`config.mk`:
```
export PLATFORM = sky130hd
export DESIGN_NAME = counter_bank
export DESIGN_NICKNAME = d
export VERILOG_FILES = /design/src/rtl/counter_bank_pkg.sv /design/src/rtl/counter_channel.sv /design/src/rtl/counter_bank.sv
export SDC_FILE = /design/constraint.sdc
export NUM_CORES = 2
export LEC_CHECK = 0
export BUFFER_PORTS_ARGS = -buffer_cell sky130_fd_sc_hd__buf_2
export CORE_MARGIN = 1
export CORE_UTILIZATION = 45
export CTS_CLUSTER_SIZE = 24
export DETAILED_ROUTE_END_ITERATION = 8
export HOLD_SLACK_MARGIN = 0.1
export PLACE_DENSITY = 0.59
export SYNTH_ARGS = -nofsm -noshare
export SYNTH_HDL_FRONTEND = slang
export SYNTH_SLANG_ARGS = --single-unit
```
`constraint.sdc`:
```
create_clock -name clk -period 3.7 [get_ports clk]
set_clock_uncertainty 0.1 [all_clocks]
set_input_delay 0.185 -clock clk [delete_from_list [all_inputs] [get_ports clk]]
set_output_delay 0.185 -clock clk [all_outputs]
set_load 0.03 [all_outputs]
```
`src/rtl/counter_bank_pkg.sv`:
```
// Shared constants and helpers for the counter bank: write-target encodings
// and the width of the channel-select field.
package counter_bank_pkg;

    // wr_cmp encoding: which register of the selected channel is written
    localparam logic WR_COUNT = 1'b0;
    localparam logic WR_CMP   = 1'b1;

    // wr_hi encoding: which 32-bit half of the register is written
    localparam logic WR_LO    = 1'b0;
    localparam logic WR_HI    = 1'b1;

    // Channel-select width; a single-channel bank still carries a 1-bit select
    function automatic int ch_idx_width(input int channels);
        return (channels > 1) ? $clog2(channels) : 1;
    endfunction

endpackage

```
`src/rtl/counter_channel.sv`:
```
// One counter channel: free-running count with freeze, a compare register,
// a sticky compare-reached flag and a sticky wrap flag.
module counter_channel
    import counter_bank_pkg::*;
#(
    parameter int WIDTH = 64
) (
    input  logic             clk,
    input  logic             i_resetn,
    input  logic             i_incr,
    input  logic             i_inhibit,
    input  logic             i_wr_en,
    input  logic             i_wr_cmp,
    input  logic             i_wr_hi,
    input  logic [31:0]      i_wr_data,
    output logic [WIDTH-1:0] o_count,
    output logic             o_match,
    output logic             o_overflow
);

    logic [WIDTH-1:0] r_count;
    logic [WIDTH-1:0] r_cmp;
    logic             r_match;
    logic             r_overflow;

    logic             w_cnt_wr;
    logic             w_cmp_wr;
    logic             w_inc;
    logic             w_wrap;
    logic             w_reached;
    logic [WIDTH-1:0] w_cnt_merged;
    logic [WIDTH-1:0] w_cmp_merged;

    // A count write takes priority over the increment strobe
    assign w_cnt_wr  = i_wr_en && (i_wr_cmp == WR_COUNT);
    assign w_cmp_wr  = i_wr_en && (i_wr_cmp == WR_CMP);
    assign w_inc     = i_incr && !i_inhibit && !w_cnt_wr;
    assign w_wrap    = w_inc && (r_count == '1);
    assign w_reached = (r_count >= r_cmp);

    // Half-word merge: only the addressed 32 bits change, the rest hold
    generate
        if (WIDTH == 64) begin : g_w64
            assign w_cnt_merged = (i_wr_hi == WR_HI) ? {i_wr_data, r_count[31:0]}
                                                     : {r_count[63:32], i_wr_data};
            assign w_cmp_merged = (i_wr_hi == WR_HI) ? {i_wr_data, r_cmp[31:0]}
                                                     : {r_cmp[63:32], i_wr_data};
        end else begin : g_w32
            // A 32-bit channel has a single half; the half select is don't-care
            logic w_unused_hi;
            assign w_unused_hi  = i_wr_hi;
            assign w_cnt_merged = i_wr_data;
            assign w_cmp_merged = i_wr_data;
        end
    endgenerate

    // Count register: write replaces a half, otherwise step by one when enabled
    always_ff @(posedge clk or negedge i_resetn) begin
        if (!i_resetn) begin
            r_count <= '0;
        end else if (w_cnt_wr) begin
            r_count <= w_cnt_merged;
        end else if (w_inc) begin
            r_count <= r_count + WIDTH'(1);
        end
    end

    // Compare register: resets to all-ones so an idle channel never matches early
    always_ff @(posedge clk or negedge i_resetn) begin
        if (!i_resetn) begin
            r_cmp <= '1;
        end else if (w_cmp_wr) begin
            r_cmp <= w_cmp_merged;
        end
    end

    // Sticky match flag: a compare write clears it and wins over a same-cycle set
    always_ff @(posedge clk or negedge i_resetn) begin
        if (!i_resetn) begin
            r_match <= 1'b0;
        end else if (w_cmp_wr) begin
            r_match <= 1'b0;
        end else if (w_reached) begin
            r_match <= 1'b1;
        end
    end

    // Sticky overflow flag: set on wrap, cleared by any count write
    always_ff @(posedge clk or negedge i_resetn) begin
        if (!i_resetn) begin
            r_overflow <= 1'b0;
        end else if (w_cnt_wr) begin
            r_overflow <= 1'b0;
        end else if (w_wrap) begin
            r_overflow <= 1'b1;
        end
    end

    assign o_count    = r_count;
    assign o_match    = r_match;
    assign o_overflow = r_overflow;

endmodule

```
`src/rtl/counter_bank.sv`:
```
// Bank of independent counter channels sharing one write port. The write
// select is decoded here; out-of-range selects hit no channel.
module counter_bank
    import counter_bank_pkg::*;
#(
    parameter int CHANNELS = 4,
    parameter int WIDTH    = 64
) (
    input  logic                              clk,
    input  logic                              resetn,
    input  logic [CHANNELS-1:0]               incr,
    input  logic [CHANNELS-1:0]               inhibit,
    input  logic                              wr_en,
    input  logic [ch_idx_width(CHANNELS)-1:0] wr_sel,
    input  logic                              wr_cmp,
    input  logic                              wr_hi,
    input  logic [31:0]                       wr_data,
    output logic [CHANNELS*WIDTH-1:0]         count,
    output logic [CHANNELS-1:0]               match,
    output logic [CHANNELS-1:0]               overflow
);

    localparam int SEL_W = ch_idx_width(CHANNELS);

    logic [CHANNELS-1:0] w_wr_en;

    generate
        for (genvar i = 0; i < CHANNELS; i++) begin : g_ch
            // Per-channel write strobe; select values beyond CHANNELS-1 never match
            assign w_wr_en[i] = wr_en && (wr_sel == SEL_W'(i));

            counter_channel #(
                .WIDTH (WIDTH)
            ) u_channel (
                .clk        (clk),
                .i_resetn   (resetn),
                .i_incr     (incr[i]),
                .i_inhibit  (inhibit[i]),
                .i_wr_en    (w_wr_en[i]),
                .i_wr_cmp   (wr_cmp),
                .i_wr_hi    (wr_hi),
                .i_wr_data  (wr_data),
                .o_count    (count[i*WIDTH +: WIDTH]),
                .o_match    (match[i]),
                .o_overflow (overflow[i])
            );
        end
    endgenerate

endmodule

```
Yosys cells after proc, flatten, opt, wreduce, memory -nomap -nowiden
Index checks and enable logic that the tools add are counted.

Add/subtract/negate cells: 4. Magnitude comparators: 4. Eq/ne operators: 15. Muxes and demuxes: 25. Bitwise gates (word level): 2. Reductions and logical operators: 61.

Operators by type and width (count): 2-to-1 mux 64 bit (9); adder 64 x 1 -> 64 bit (second input constant) (4); equality test 64 bit (second input constant) (4); greater-or-equal comparator 64 bit (4); AND reduction 2 bit (16); logical AND 1 bit (24); nonzero test 2 bit (12); 2-to-1 mux 1 bit (16); != test 2 bit (second input constant) (8); zero test 1 bit (8); equality test 2 bit (second input constant) (2); equality test 2 x 1 -> 1 bit (second input constant) (1); zero test 2 bit (1); NOT 1 bit (2).

Bits in registers: 520.

Longest topological paths before layout
Depth in word-level cells: 8. Depth in mapped cells: 10.

Modules after synthesis
Synthesis repeated with hierarchy kept, for this count alone.

Cell total of the unflattened synthesis: 3404. Area total of the unflattened synthesis: 32678.8 µm².

Modules (own cells, without submodules): counter_channel (times used 4, cells an instance 850, area each 8160.3 µm²); counter_bank (times used 1, cells an instance 4, area each 37.5 µm²).

Worst setup path after synthesis
OpenSTA, ideal clock, no wires.

Path kind: register to register. Start: register g_ch[3].u_channel.r_count[3]. End: register g_ch[3].u_channel.r_count[52]. Library setup time: 0.124 ns. Arrival time: 3.087 ns. Data required time: 3.476 ns. Path slack: 0.389 ns. Stages on the path, launching flop included: 9. Path buffers: 1. Clock period less this slack: 3.311 ns. Cells stage by stage: dfrtp_1 -> nand4_1 -> or4_4 -> or3_4 -> or4_4 -> buf_6 -> or3_4 -> a21oi_1 -> o21ai_1.

Longest elaborated chain between the ends: 3.

RTL lines: from (decl) (line counter_channel.sv:21) `logic [WIDTH-1:0] r_count;`; from (signal assigned) (line counter_channel.sv:62) `r_count <= w_cnt_merged;`; from (signal assigned) (line counter_channel.sv:64) `r_count <= r_count + WIDTH'(1);`; adder 64 x 1 -> 64 bit (line counter_channel.sv:64); 2-to-1 mux 64 bit (line counter_channel.sv:63) `end else if (w_inc) begin`; 2-to-1 mux 64 bit (line counter_channel.sv:61) `end else if (w_cnt_wr) begin`.

No other way between the ends. The select of a mux whose other input is x is not followed. A chain may end at the register's enable or synchronous reset.

Worst setup path in the final report
Start: register g_ch[3].u_channel.r_count[1]. End: register g_ch[3].u_channel.r_count[52].

Same word-level chain as after synthesis.

==> out/results.ini <==
[global_routing]
overflow=0
antenna_found_initial=5
grt_max_degree=77
grt_pass1_wl_um=171000
grt_pass1_vias=26900
grt.total_usage=0.318

[worst_setup_path]
critical_path_class=reg -> reg
required_ps=4110
cp_cell_sequence=ha_1 -> nand4b_1 -> or4_4 -> or3_4 -> or4_4 -> or3_4 -> a21oi_1 -> o21ai_1
worstRegToRegCells=8
slowest_delay_ps=600
cpMaxStageDelayCell=or4_4
cp-startpoint=g_ch[3].u_channel.o_count[1]
r2r_end=g_ch[3].u_channel.o_count[52]
crit_path_start_kind=register
cp-end-kind=register
r2r_start=g_ch[3].u_channel.o_count[1]
crit_fanout=14
reg2reg_slack_ps=460
cp.arrival_ps=3660

[clocking]
numCtsBuffers=60
cts_root_buf=clkbuf_16
htreeDepth=2
cts_buffer_depth=3
ctsHoldBuffers=43
cts-resized-gates=0
clock-sinks=520
post_cts_buffers=0
insertion_delay_ps=640
tritoncts=built
path_clk_slew_ps=60

[min_path]
holdPathStages=5
min_to=g_ch[2].u_channel.o_match
hp-class=in -> reg
hp-start=wr_cmp

[detailed_routing]
drt_iter0_drc=2323
drcViolationCount=0
wl_per_cell_um=23.4
postRouteAntennaNets=0
via_per_inst=5.91
num_vias=28500
first_pass_iters=5
wirelength_um=113000

[logic_synthesis]
postSynthCellCount=3511
synth_edf_count=0
synth.avg_cell_area_sq_um=8.95
syn_area_sq_um=31400
synth-async-reset-ratio=1.00
yosys_warnings=0
yosysUniqueCellTypes=79
synth_ff_type=dfrtp_1
ys_ff_latch=520
synth-seq-area-share=0.424
mappedNetlistNets=3818

[timing]
worst_slew_pin_slew_ps=956
rsz0062_at_grt=false
drv_slew=0
max_freq_ghz=0.308
hold_violations=0
setup_viol=0
fin_crit_ps=3240
setup_tns_ps=0
period_share=0.877
slew_headroom=0.360
worst_slack_ps=455

[floorplan]
dieArea_sq_um=70900
core_sq_um=68800
fp.dieH_um=266
start_util=0.457
pin_count=311
die_x_um=266
rows=96

[status]
status=completed

[placed_design]
dp_slack_ps=382
dpl.hpwl_um=77000
gp_congestion=0.907
io_buffers=310

[cells_and_area]
fill_cells=6472
multi_input_area_sq_um=16400
layout_common_cells=513 x nand2_1, 309 x buf_2, 286 x inv_1
register_area_sq_um=13300
final_common_cell=nand2_1
drive_gt1_frac=0.232
areaGrowthSynthToFinish_pct=16.5
final_nets=4146

[pwr]
power_density_nw_per_um2=610
p_leak_nw=16.1
ir_worst_vdd_uv=420

[job]
maxCapViolCount=0

[worst max-delay path by stage]
stage	end	slack, ps	depth (start not counted)
after floorplan	g_ch[3].u_channel.o_count[52]	390	8
after global placement	g_ch[3].u_channel.o_count[52]	390	8
after detailed placement	g_ch[3].u_channel.o_count[52]	380	8
after CTS	g_ch[3].u_channel.o_count[52]	480	8
after global routing	g_ch[3].u_channel.o_count[52]	310	8
final	g_ch[3].u_channel.o_count[52]	460	8
[state kept, by name (all words and copies together) (netlist names)]
signal / count
g_ch.u_channel.r_cmp: 256
g_ch.u_channel.o_count: 256
g_ch.u_channel.o_overflow: 4
g_ch.u_channel.o_match: 4
[cells in the mapped netlist (5+ instances only)]
master	instances	area share
a2111oi_0	5	0.0014
nor2b_1	12	0.0024
inv_1	286	0.034
a31oi_1	29	0.0058
a21o_1	40	0.0096
a21oi_1	162	0.026
a211oi_1	32	0.0076
clkbuf_1	148	0.018
a2bb2oi_1	5	0.0014
a221oi_1	6	0.0017
a22oi_1	17	0.0041
o211ai_1	84	0.020
or4_1	15	0.0036
o31ai_1	6	0.0014
a311oi_1	11	0.0031
and3_1	43	0.0086
a221o_1	47	0.015
nand2_1	513	0.061
buf_4	9	0.0021
nand2b_1	15	0.0030
mux2i_1	18	0.0057
dfstp_2	256	0.21
o311ai_0	18	0.0050
nand3_1	188	0.030
and4_1	16	0.0045
nor4_1	40	0.0080
o41ai_1	5	0.0014
dfrtp_1	264	0.21
and2_1	8	0.0016
buf_1	6	0.00072
o21a_1	10	0.0024
nor3_1	95	0.015
or3_1	24	0.0048
xor2_1	5	0.0014
o221a_2	6	0.0021
ha_1	260	0.10
nand4_1	108	0.021
o21ai_0	281	0.045
nor2_1	199	0.024
mux2_2	126	0.045
o22ai_1	14	0.0028
[routing by layer]
metal,GRT usage,vias up,part of all wire
li1,-,13400,-
met1,0.439,13800,0.44
met2,0.490,1064,0.45
met3,0.0597,200,0.072
met4,0.127,0,0.042
met5,0,-,0
[power breakdown]
part / internal (mW) / switching, mW / leakage, nW
logic: 2.68 / 4.61 / 9.26
registers: 7.45 / 1.59 / 5.83
clock network: 3.50 / 2.51 / 0.972
total: 13.6 / 8.72 / 16.1
[worst max-delay path, delay by kind of cell (launching register included)]
| family | cells | cell delay, ps |
|---|---|---|
| compound gates | 2 | 220 |
| flops | 1 | 420 |
| fa+ha+maj | 1 | 290 |
| simple gates | 5 | 2080 |
[kinds of logic (layout without fill, tap and decap cells)]
logic type / count (synthesis) / after routing / share of synthesized area
AOI/OAI and AO/OA: 816 / 816 / 0.166
xor gates and xnor gates: 9 / 9 / 0.00251
adders and majority gates: 260 / 260 / 0.103
buffers and inverters: 453 / 830 / 0.0557
DFF: 520 / 520 / 0.424
muxes: 144 / 144 / 0.0509
other: 0 / 1 / 0
and+or+nand+nor: 1309 / 1309 / 0.197
[per-stage QoR]
step	power, mW	util	instances	area, sq um	hold WS, ps
4_1_cts	22.4	0.532	4819	36600	154
3_5_place_dp	16.3	0.497	4665	34200	154
3_3_place_gp	16.2	0.497	4665	34200	153
5_1_grt	23.7	0.532	4819	36600	220
6_report	22.3	0.532	4820	36600	177
2_1_floorplan	13.6	-	3511	31400	-211
[final cells by class]
| class | count | area share |
|---|---|---|
| diodes | 1 | 0.0000683 |
| clock buffers | 99 | 0.0513 |
| flip-flops and latches | 520 | 0.364 |
| inverters | 287 | 0.0294 |
| multi-input cells | 2538 | 0.448 |
| clock inverters | 12 | 0.00246 |
| well taps | 931 | 0.0318 |
| repair buffers | 432 | 0.0726 |
Note: power is estimated with default switching activity, not from simulation.
